**config.mk**
```make
export PLATFORM = sky130hd
export DESIGN_NAME = ttl191_ci_controller
export DESIGN_NICKNAME = d
export VERILOG_FILES = /design/src/rtl/ci_ctrl_pkg.sv /design/src/rtl/ci_settle_timer.sv /design/src/rtl/ttl191_ci_controller.sv
export SDC_FILE = /design/constraint.sdc
export NUM_CORES = 1
export LEC_CHECK = 0
export CORE_MARGIN = 2
export CORE_UTILIZATION = 30
export CTS_CLUSTER_DIAMETER = 30
export DETAILED_ROUTE_END_ITERATION = 6
export GPL_ROUTABILITY_DRIVEN = 0
export GPL_TIMING_DRIVEN = 0
export SLEW_MARGIN = 30
export SYNTH_ARGS = -nofsm -noshare
export SYNTH_HDL_FRONTEND = slang
export SYNTH_SLANG_ARGS = --single-unit
```
**constraint.sdc**
```tcl
create_clock -name CLK -period 2.4 [get_ports CLK]
set_input_delay 0.6 -clock CLK [delete_from_list [all_inputs] [get_ports CLK]]
set_output_delay 0.6 -clock CLK [all_outputs]
set_load 0.005 [all_outputs]
```
**src/rtl/ci_ctrl_pkg.sv**
```systemverilog
// Shared command encodings, FSM states and settle-timer sizing for the CI
// register sequencer (ttl191_ci_controller).
package ci_ctrl_pkg;

  localparam logic [1:0] CMD_INC  = 2'b00;
  localparam logic [1:0] CMD_DEC  = 2'b01;
  localparam logic [1:0] CMD_LOAD = 2'b10;
  localparam logic [1:0] CMD_SKIP = 2'b11;

  localparam int SETTLE_W = 4;

  typedef enum logic [2:0] {
    ST_IDLE    = 3'd0,
    ST_STROBE  = 3'd1,
    ST_STROBE2 = 3'd2,
    ST_SETTLE  = 3'd3,
    ST_CHECK   = 3'd4
  } ci_state_t;

  // Timer reload value: SETTLE exits on the edge where the count is already zero.
  function automatic logic [SETTLE_W-1:0] settle_reload(input int cycles);
    return SETTLE_W'(cycles - 1);
  endfunction

endpackage

```
**src/rtl/ci_settle_timer.sv**
```systemverilog
// Loadable down-counter with zero flag; times the TTL settle window after a
// strobe before the cascade Q is compared.
module ci_settle_timer
  import ci_ctrl_pkg::*;
(
  input  logic                CLK,
  input  logic                RESET,
  input  logic                load,
  input  logic [SETTLE_W-1:0] load_val,
  input  logic                en,
  output logic                zero
);

  logic [SETTLE_W-1:0] count;

  always_ff @(posedge CLK or posedge RESET) begin
    if (RESET) begin
      count <= '0;
    end else if (load) begin
      count <= load_val;
    end else if (en && (count != '0)) begin
      count <= count - SETTLE_W'(1);
    end
  end

  assign zero = (count == '0);

endmodule

```
**src/rtl/ttl191_ci_controller.sv**
```systemverilog
// CI register sequencer driving a cascade of 74LS191 counters.
// Optional feature macro: CI_CTRL_SKIP_EN (CMD=11 performs a two-step skip).
//
// Handshake: a command is taken on a rising CLK edge where CMD_VALID and
// CMD_READY are both 1; CMD_READY falls on that edge and returns together
// with the DONE pulse, so the next command may be taken on the following edge.
module ttl191_ci_controller
  import ci_ctrl_pkg::*;
#(
  parameter int WIDTH         = 8,
  parameter int SETTLE_CYCLES = 2
) (
  input  logic             CLK,
  input  logic             RESET,
  input  logic             CMD_VALID,
  output logic             CMD_READY,
  input  logic [1:0]       CMD,
  input  logic [WIDTH-1:0] CMD_DATA,
  input  logic             CLR_WRAP,
  input  logic [WIDTH-1:0] CNT_Q,
  input  logic             CNT_RCO_n,
  output logic [WIDTH-1:0] CNT_D,
  output logic             CNT_LOAD_n,
  output logic             CNT_CTEN_n,
  output logic             CNT_DOWN_UP_n,
  output logic             DONE,
  output logic             ERR,
  output logic             WRAP,
  output logic [2:0]       DBG_STATE
);

  localparam logic [SETTLE_W-1:0] SETTLE_LOAD = settle_reload(SETTLE_CYCLES);

  ci_state_t        state;
  logic [1:0]       cmd_r;
  logic [WIDTH-1:0] exp_q;
  logic             illegal_r;
  logic             timer_load;
  logic             timer_zero;
  logic             count_cycle;

  assign DBG_STATE = state;

  // Timer is armed on the edge that moves the FSM into SETTLE.
  always_comb begin
    timer_load = 1'b0;
    if ((state == ST_STROBE) && (cmd_r != CMD_SKIP)) timer_load = 1'b1;
    if (state == ST_STROBE2)                         timer_load = 1'b1;
  end

  // A cycle in which CTEN_n is low, i.e. RCO_n is meaningful for WRAP.
  always_comb begin
    count_cycle = 1'b0;
    if ((state == ST_STROBE) && (cmd_r != CMD_LOAD)) count_cycle = 1'b1;
    if (state == ST_STROBE2)                         count_cycle = 1'b1;
  end

  ci_settle_timer u_settle (
    .CLK      (CLK),
    .RESET    (RESET),
    .load     (timer_load),
    .load_val (SETTLE_LOAD),
    .en       (state == ST_SETTLE),
    .zero     (timer_zero)
  );

  always_ff @(posedge CLK or posedge RESET) begin
    if (RESET) begin
      state         <= ST_IDLE;
      cmd_r         <= CMD_INC;
      exp_q         <= '0;
      illegal_r     <= 1'b0;
      CMD_READY     <= 1'b1;
      CNT_D         <= '0;
      CNT_LOAD_n    <= 1'b1;
      CNT_CTEN_n    <= 1'b1;
      CNT_DOWN_UP_n <= 1'b0;
      DONE          <= 1'b0;
      ERR           <= 1'b0;
      WRAP          <= 1'b0;
    end else begin
      DONE <= 1'b0;
      ERR  <= 1'b0;

      // Clear first so a simultaneous wrap detection overrides it.
      if (CLR_WRAP) WRAP <= 1'b0;
      if (count_cycle && !CNT_RCO_n) WRAP <= 1'b1;

      case (state)
        ST_IDLE: begin
          if (CMD_VALID && CMD_READY) begin
            CMD_READY <= 1'b0;
            cmd_r     <= CMD;
            illegal_r <= 1'b0;
            state     <= ST_STROBE;
            case (CMD)
              CMD_INC: begin
                exp_q         <= CNT_Q + WIDTH'(1);
                CNT_CTEN_n    <= 1'b0;
                CNT_DOWN_UP_n <= 1'b0;
              end
              CMD_DEC: begin
                exp_q         <= CNT_Q - WIDTH'(1);
                CNT_CTEN_n    <= 1'b0;
                CNT_DOWN_UP_n <= 1'b1;
              end
              CMD_LOAD: begin
                exp_q      <= CMD_DATA;
                CNT_LOAD_n <= 1'b0;
                CNT_D      <= CMD_DATA;
              end
              default: begin
`ifdef CI_CTRL_SKIP_EN
                exp_q         <= CNT_Q + WIDTH'(2);
                CNT_CTEN_n    <= 1'b0;
                CNT_DOWN_UP_n <= 1'b0;
`else
                exp_q     <= CNT_Q;
                illegal_r <= 1'b1;
                state     <= ST_CHECK;
`endif
              end
            endcase
          end
        end

        ST_STROBE: begin
          if (cmd_r == CMD_SKIP) begin
            state <= ST_STROBE2;
          end else begin
            CNT_CTEN_n <= 1'b1;
            CNT_LOAD_n <= 1'b1;
            state      <= ST_SETTLE;
          end
        end

        ST_STROBE2: begin
          CNT_CTEN_n <= 1'b1;
          state      <= ST_SETTLE;
        end

        ST_SETTLE: begin
          if (timer_zero) state <= ST_CHECK;
        end

        ST_CHECK: begin
          DONE      <= 1'b1;
          ERR       <= illegal_r || (CNT_Q != exp_q);
          CMD_READY <= 1'b1;
          state     <= ST_IDLE;
        end

        default: state <= ST_IDLE;
      endcase
    end
  end

endmodule

```
==> results.json, run 1 <==
{
  "drive_gt1_share_pct": 10.5,
  "n_fill_cell": 598,
  "avgSynthCellArea_um2": 9.88,
  "drt_iter0_drc": 112,
  "detailedPlacementHpwl_um": 3260,
  "async_reset_ff_share_pct": 100,
  "grt_pass1_wl_um": 7700,
  "clockBufferDepth": 2,
  "synth_cells": 191,
  "syn2layout_area_growth_pct": 31.0,
  "core_mm2": 0.00599,
  "synth_fp_nets": 217,
  "final_cell_mix": "35 x clkdlybuf4s50_1, 30 x dfrtp_1, 16 x nand2_1",
  "diodes": 0,
  "path_class": "input pin to flop",
  "ys_seq_elements": 33,
  "status": "completed",
  "fin_skew_ps": 6.86,
  "hold_viol": 0,
  "std_cell_rows": 28,
  "vdd_drop_max_mv": 0.255,
  "postCtsHoldBufs": 0,
  "total_power_w": 0.00111,
  "synth.distinct_cells": 45,
  "min_period_ps": 2260,
  "post-place-ws_ps": -559,
  "cts.htree.levels": 2,
  "clk_latency_ps": 280,
  "die_h_um": 83.3,
  "ant_nets": 0,
  "fin_crit_sh_pct": 94.0,
  "cts_buffers": 5,
  "synth_top_area_share_pct": 39.8,
  "synth_ff_type": "dfrtp_1",
  "tritoncts": "yes",
  "overflow": 0,
  "grt_util_all_layers_pct": 13.8,
  "setup_ws_ps": 145,
  "relSlewSlack_pct": 53.3,
  "endpoint_kind": "flop",
  "final-setup-viol-count": 0,
  "antenna_found_initial": 0,
  "worst_pin_slew_ps": 699,
  "worstHoldPathType": "flop to flop",
  "cts_root_buf": "clkbuf_8",
  "port_buffers": 37,
  "final_core_util_pct": 41.2,
  "vias_per_cell": 5.04,
  "drv_cap": 0,
  "ff_latch_area_um2": 830,
  "yosys_warnings": 0,
  "die_w_um": 83.3,
  "clkSinkCount": 33,
  "grt_pass1_vias": 1584,
  "vias": 1571,
  "slew_viol_final": 0,
  "multi_input_area_mm2": 0.00100,
  "final_common_cell": "clkdlybuf4s50_1",
  "p_per_area_mw_per_mm2": 448,
  "synth.yosys.seq_area_share_pct": 44.0,
  "clkTransAtPathRegs_ps": 70,
  "synthesis.area_mm2": 0.00189,
  "worstPathMaxFanout": 8,
  "cp.required_ps": 2560,
  "totalWireLength_um": 4560,
  "arrival_ps": 2420,
  "grt_max_degree": 34,
  "routedWlPerCell_um": 14.6,
  "drcViolationCount": 0,
  "start_util_pct": 31.5,
  "finish.net_count": 262,
  "rsz0062_at_grt": "no",
  "dieArea_mm2": 0.00694,
  "io_pins": 41,
  "synth_area_leaders": "dfrtp_1 40%, mux2_1 6.6%, mux2i_1 4.2%",
  "yosys.area.top_type": "dfrtp_1",
  "static-leakage-power_nw": 1.09,
  "synth_edf_count": 0,
  "clock.fmax_mhz": 443,
  "startpoint_type": "input pin",
  "dr.pass1.iters": 4
}
[registers in the layout, indices dropped and copies added (netlist names), 2 cells and up]
name and cells:
cmd_r 2, u_settle.count 4, exp_q 8, CNT_D 8, DBG_STATE 3
[cell families after synthesis]
| kind of cell | after synthesis | synth area share (%) |
|---|---|---|
| muxes | 19 | 10.8 |
| and+or+nand+nor | 59 | 17.1 |
| buffers and inverters | 18 | 4.11 |
| adders and majority gates | 3 | 1.99 |
| xor gates and xnor gates | 17 | 7.89 |
| AOI/OAI and AO/OA | 42 | 14.1 |
| DFF | 33 | 44.0 |
[metal layers]
layer	global-route usage, %	share of wire, %
met2	21.9	46
met4	4.92	1.3
met1	18.0	48
met5	0	0
met3	4.08	4.4
[through the flow]
step	hold slack (ps)	TNS (ps)	instance area, µm²	cells
finish	485	0	2470	312
global route	509	0	2470	312
CTS	491	0	2440	310
detailed placement	474	-3150	2350	303
global placement	469	-2870	2350	303
floorplan	456	0	1890	191
[worst max-delay path: stages]
cell	delay, ps
clkdlybuf4s50_1	470
nand2_1	100
or4_1	400
buf_2	190
nor2_4	300
mux2_1	360
[where the power goes]
part	leakage, nW	internal, W	switching [W]
sequential	0.451	0.000556	0.0000000000000000000295
combinational	0.597	0.0000660	0.0000761
clock	0.0450	0.000201	0.000208
total	1.09	0.000823	0.000284
[what timing repair did]
action / 4_1_cts / 5_1_grt
hold endpoints to repair: 0 / 0
gates resized for setup: 4 / 4
buffers inserted: 0 / 2
pin swaps: 0 / 1
endpoints found under the setup margin: 2 / 3
[synthesized netlist by cell type, drive strengths merged (4+ instances only)]
master / instances
a211oi: 4
a21oi: 10
buf: 4
clkbuf: 9
dfrtp: 30
inv: 5
mux2: 11
mux2i: 8
nand2: 16
nor2: 11
nor3: 4
nor3b: 6
o21ai: 14
xnor2: 8
xor2: 9
[path summary, 6_finish.rpt]
path | from | endpoint | slack, ps | cells past startpoint
setup / recovery | CMD_VALID | CNT_D[3] | 140 | 6
hold / removal | CNT_D[0] | CNT_D[0] | 480 | 1
setup reg to reg | CMD_READY | CNT_D[3] | 390 | 5
hold reg to reg | CNT_D[0] | CNT_D[0] | 480 | 1
max in group asynchronous | RESET | exp_q[6] | 1200 | 2
min in group asynchronous | RESET | u_settle.count[0] | 740 | 2
[cell type report]
| class | count | area share (%) |
|---|---|---|
| Tap cell | 75 | 3.80 |
| Sequential cell | 33 | 33.6 |
| Timing Repair Buffer | 39 | 15.8 |
| Buffer | 12 | 2.23 |
| Clock buffer | 6 | 2.94 |
| Multi-Input combinational cell | 140 | 40.5 |
| Clock inverter | 2 | 0.405 |
| Inverter | 5 | 0.759 |
No activity file was read; power rests on OpenSTA's default activity.
==> run 2: changes to the inputs <==
PLACE_DENSITY_LB_ADDON = 0.25   (was unset)
SKIP_LAST_GASP = 1   (was unset)
==> run 2 against run 1 <==
  * Register-to-register slack barely moved
  * Flip-flop and latch count unchanged
  * Sequential share of layout area is essentially flat
  * Core utilization is essentially flat
  * Sequential power hardly changed
  * Clock power grew 2%
  * Critical path depth unchanged
  * Power rose by 0.87%
==> results.json, run 2 (same netlist as run 1, synthesis figures left out) <==
{
  "status": "completed",
  "dr.pass1.iters": 4,
  "drt_iter0_drc": 62,
  "p_per_area_mw_per_mm2": 452,
  "final_cell_mix": "35 x clkdlybuf4s50_1, 30 x dfrtp_1, 16 x nand2_1",
  "vdd_drop_max_mv": 0.226,
  "diodes": 0,
  "detailedPlacementHpwl_um": 3240,
  "postCtsHoldBufs": 0,
  "cts_buffers": 5,
  "worst_pin_slew_ps": 715,
  "post-place-ws_ps": -567,
  "drcViolationCount": 0,
  "static-leakage-power_nw": 1.09,
  "fin_skew_ps": 3.40,
  "drive_gt1_share_pct": 11.0,
  "cts_root_buf": "clkbuf_8",
  "slew_viol_final": 0,
  "syn2layout_area_growth_pct": 30.9,
  "port_buffers": 37,
  "clk_latency_ps": 280,
  "io_pins": 41,
  "relSlewSlack_pct": 52.3,
  "cp_num_buf_inv": 2,
  "dr_wl_met2_um": 2060,
  "tritoncts": "yes",
  "cts.htree.levels": 2,
  "clockBufferDepth": 2,
  "die_w_um": 83.3,
  "wl_met1_um": 2280,
  "worstHoldPathType": "flop to flop",
  "core_mm2": 0.00599,
  "clkTransAtPathRegs_ps": 70,
  "finish.net_count": 262,
  "maxUsedRoutingLayer": "met4",
  "ant_nets": 0,
  "startpoint_type": "input pin",
  "endpoint_kind": "flop",
  "grt_util_all_layers_pct": 13.8,
  "fin_tns_setup_ps": 0,
  "crit_family": "simple AND/OR/NAND/NOR gates",
  "min_period_ps": 2250,
  "clkSinkCount": 33,
  "clock.fmax_mhz": 444,
  "drv_cap": 0,
  "path_class": "input pin to flop",
  "die_h_um": 83.3,
  "vias": 1548,
  "totalWireLength_um": 4540,
  "vias_per_cell": 4.96,
  "biggestRegsByFlops": "CNT_D: 8 flops, exp_q: 8 flops, u_settle.count: 4 flops",
  "final-setup-viol-count": 0,
  "cp_slowest_stage_delay_ps": 460,
  "grt_pass1_wl_um": 7750,
  "fin_crit_sh_pct": 93.9,
  "rsz0062_at_grt": "no",
  "routedWlPerCell_um": 14.6,
  "crit_chain": "clkdlybuf4s50_1 > nand2_1 > or4_1 > buf_2 > nor2_4 > mux2_1",
  "dieArea_mm2": 0.00694,
  "start_util_pct": 31.5,
  "final_common_cell": "clkdlybuf4s50_1",
  "arrival_ps": 2420,
  "setup_ws_ps": 147,
  "worstPathMaxFanout": 8,
  "cp.required_ps": 2560,
  "n_fill_cell": 595,
  "cp_slowest_cell": "clkdlybuf4s50_1",
  "antenna_found_initial": 0,
  "grt_max_degree": 34,
  "grt_pass1_vias": 1534,
  "overflow": 0,
  "std_cell_rows": 28,
  "route.met3.wl_um": 149,
  "hold_viol": 0
}
run 2: worst register-to-register path, cell delays in order (launching register included):
cell	delay [ps]
dfstp_2	540
nand2_1	110
or4_1	400
buf_2	190
nor2_4	290
mux2_1	360
run 2: per-stage QoR:
stage / total power (W) / hold slack (ps) / cells / cell area, µm² / util, %
floorplan: 0.000643 / 456 / 191 / 1890 / -
global placement: 0.000702 / 465 / 303 / 2350 / 39.2
detailed placement: 0.000703 / 474 / 303 / 2350 / 39.2
CTS: 0.00113 / 484 / 310 / 2450 / 40.8
global route: 0.00118 / 512 / 312 / 2470 / 41.2
finish: 0.00112 / 482 / 312 / 2470 / 41.2
run 2: path summary, 6_finish.rpt:
check                                start                end  slack, ps  cells past startpoint
worst max-delay path             CMD_VALID           CNT_D[2]        150                      6
worst max register to register   CMD_READY           CNT_D[2]        390                      5
min in group asynchronous            RESET  u_settle.count[3]        750                      2
worst min register to register  CNT_LOAD_n         CNT_LOAD_n        480                      2
max in group asynchronous            RESET           exp_q[6]       1190                      2
worst min-delay path            CNT_LOAD_n         CNT_LOAD_n        480                      2
run 2: layout make-up:
class | instances | area, µm² | share of cell area (%)
Sequential cell | 33 | 830 | 33.6
Inverter | 5 | 18.8 | 0.760
Multi-Input combinational cell | 140 | 996 | 40.3
Buffer | 12 | 55.1 | 2.23
Tap cell | 75 | 93.8 | 3.80
Clock buffer | 5 | 68.8 | 2.79
Clock inverter | 3 | 17.5 | 0.709
Timing Repair Buffer | 39 | 390 | 15.8
run 2: metal layers:
metal / vias to the layer above / track usage [%]
met5: - / 0
met4: 0 / 3.58
met3: 5 / 2.68
met2: 30 / 21.3
met1: 743 / 19.7
li1: 770 / -
run 2: power breakdown:
group,internal [W],leakage [nW],switching (W)
combinational,0.0000659,0.597,0.0000758
clock,0.000200,0.0439,0.000219
sequential,0.000556,0.451,0.0000000000000000000332
run 2: repair_timing:
item | in CTS | in global routing
setup buffers | 0 | 2
setup endpoints to repair | 2 | 3
resized for setup | 4 | 3
pin swaps | 0 | 1
==> run 3: changes to the inputs <==
clock period = 1.8 ns   (was 2.4 ns; I/O delays follow)
==> run 3 against run 2 <==
  * The run now ends with setup timing left
  * Routed wire length rose by 5.2%
  * Sequential power rose by 33%
  * Core utilization up 4.8 points
  * Die area unchanged
  * Highest routed layer unchanged
  * Largest cell class unchanged
  * Flip-flop and latch count stayed put
  * Cell count grew 2.9%
  * Power increased by 35%
  * Via count grew 5.2%
  * Clock-buffer cell count stayed put
==> results.json, run 3 (same netlist as run 1, synthesis figures left out) <==
{
  "cts.htree.levels": 2,
  "die_w_um": 83.3,
  "arrival_ps": 1970,
  "vias_per_cell": 5.07,
  "ant_nets": 0,
  "cp.required_ps": 1960,
  "n_fill_cell": 578,
  "routedWlPerCell_um": 14.9,
  "vdd_drop_max_mv": 0.369,
  "final_cell_mix": "28 x dfrtp_1, 28 x clkdlybuf4s50_1, 15 x nand2_1",
  "grt_pass1_wl_um": 8070,
  "slew_viol_final": 0,
  "clock.fmax_mhz": 553,
  "drt_iter0_drc": 80,
  "tritoncts": "yes",
  "status": "finished with violations",
  "setup_ws_ps": -7.27,
  "dr.pass1.iters": 4,
  "post-place-ws_ps": -838,
  "postCtsHoldBufs": 0,
  "start_util_pct": 31.5,
  "timing.reg2reg.setup_slack_ps": -7,
  "clockBufferDepth": 2,
  "grt_max_degree": 34,
  "rsz0062_at_grt": "yes",
  "antenna_found_initial": 0,
  "clkSinkCount": 33,
  "worstHoldPathType": "flop to flop",
  "violations": "setup timing",
  "grt_util_all_layers_pct": 14.2,
  "fin_tns_setup_ps": -31.5,
  "min_period_ps": 1810,
  "totalWireLength_um": 4780,
  "dieArea_mm2": 0.00694,
  "die_h_um": 83.3,
  "drcViolationCount": 0,
  "std_cell_rows": 28,
  "port_buffers": 37,
  "final-setup-viol-count": 7,
  "clk_latency_ps": 280,
  "hold_viol": 0,
  "path_class": "flop to flop",
  "grt_pass1_vias": 1608,
  "core_mm2": 0.00599,
  "syn2layout_area_growth_pct": 46.2,
  "io_pins": 41,
  "drv_cap": 0,
  "finish.net_count": 271,
  "clkTransAtPathRegs_ps": 80,
  "biggestRegsByFlops": "CNT_D: 8 flops, exp_q: 8 flops, u_settle.count: 4 flops",
  "detailedPlacementHpwl_um": 3260,
  "multi_input_area_mm2": 0.00116,
  "static-leakage-power_nw": 1.23,
  "relSlewSlack_pct": 53.3,
  "drive_gt1_share_pct": 28.5,
  "vias": 1628,
  "worstPathMaxFanout": 7,
  "cts_root_buf": "clkbuf_8",
  "fin_crit_sh_pct": 100,
  "ff_latch_area_um2": 832,
  "cts_buffers": 5,
  "fin_skew_ps": 12.0,
  "final_core_util_pct": 46.0,
  "diodes": 0,
  "endpoint_kind": "flop",
  "worst_pin_slew_ps": 700,
  "startpoint_type": "flop",
  "overflow": 0,
  "p_per_area_mw_per_mm2": 547
}
==> run 3: stage by stage <==
step	instance area (µm²)	std cells	hold WS (ps)	power [W]
finish	2760	321	476	0.00151
global route	2760	321	514	0.00159
CTS	2680	321	476	0.00151
detailed placement	2390	303	465	0.000945
global placement	2390	303	462	0.000945
floorplan	1930	191	456	0.000867
==> run 3: per-layer routing <==
metal / share of wire, % / up-vias / track usage, % / routed length [µm]
li1: - / 789 / - / -
met1: 49 / 794 / 20.0 / 2320
met2: 47 / 40 / 22.4 / 2250
met3: 3.1 / 5 / 2.39 / 149
met4: 1.1 / 0 / 4.17 / 52
met5: 0 / - / 0 / 0
==> run 3: worst max-delay path, cell delays in order, from the launching register on <==
cell and delay (ps):
dfstp_2 540, nand2_2 60, or4_4 480, nor2_4 150
buf_12 150, mux2_4 300
==> run 3: final timing paths <==
| kind | cells past startpoint | to | startpoint |
|---|---|---|---|
| min in group asynchronous | 2 | cmd_r[0] | RESET |
| max in group asynchronous | 2 | DBG_STATE[1] | RESET |
| worst min-delay path | 2 | CNT_LOAD_n | CNT_LOAD_n |
| worst min register to register | 2 | CNT_LOAD_n | CNT_LOAD_n |
| worst max-delay path | 5 | CNT_D[1] | CMD_READY |
| worst max register to register | 5 | CNT_D[1] | CMD_READY |
==> run 3: power by group <==
group / internal, W / switching, W
Clock: 0.000267 / 0.000279
Sequential: 0.000741 / 0.0000000000000000000450
Combinational: 0.000106 / 0.000114
Total: 0.00111 / 0.000393
==> run 3: cell type report <==
| cell class | instances | share of cell area (%) |
|---|---|---|
| buffer | 11 | 2.72 |
| clock buffer | 5 | 2.50 |
| clock inverter | 3 | 0.635 |
| inverter | 5 | 0.681 |
| multi-input combinational | 140 | 42.0 |
| sequential | 33 | 30.2 |
| tap | 75 | 3.40 |
| timing repair buffer | 49 | 17.9 |
==> run 3: repair_timing <==
action / in CTS / in global routing
endpoints found under the setup margin: 22 / 29
gates cloned: 0 / 0
buffers inserted: 11 / 1
gates resized for setup: 47 / 23
pin swaps: 15 / 9
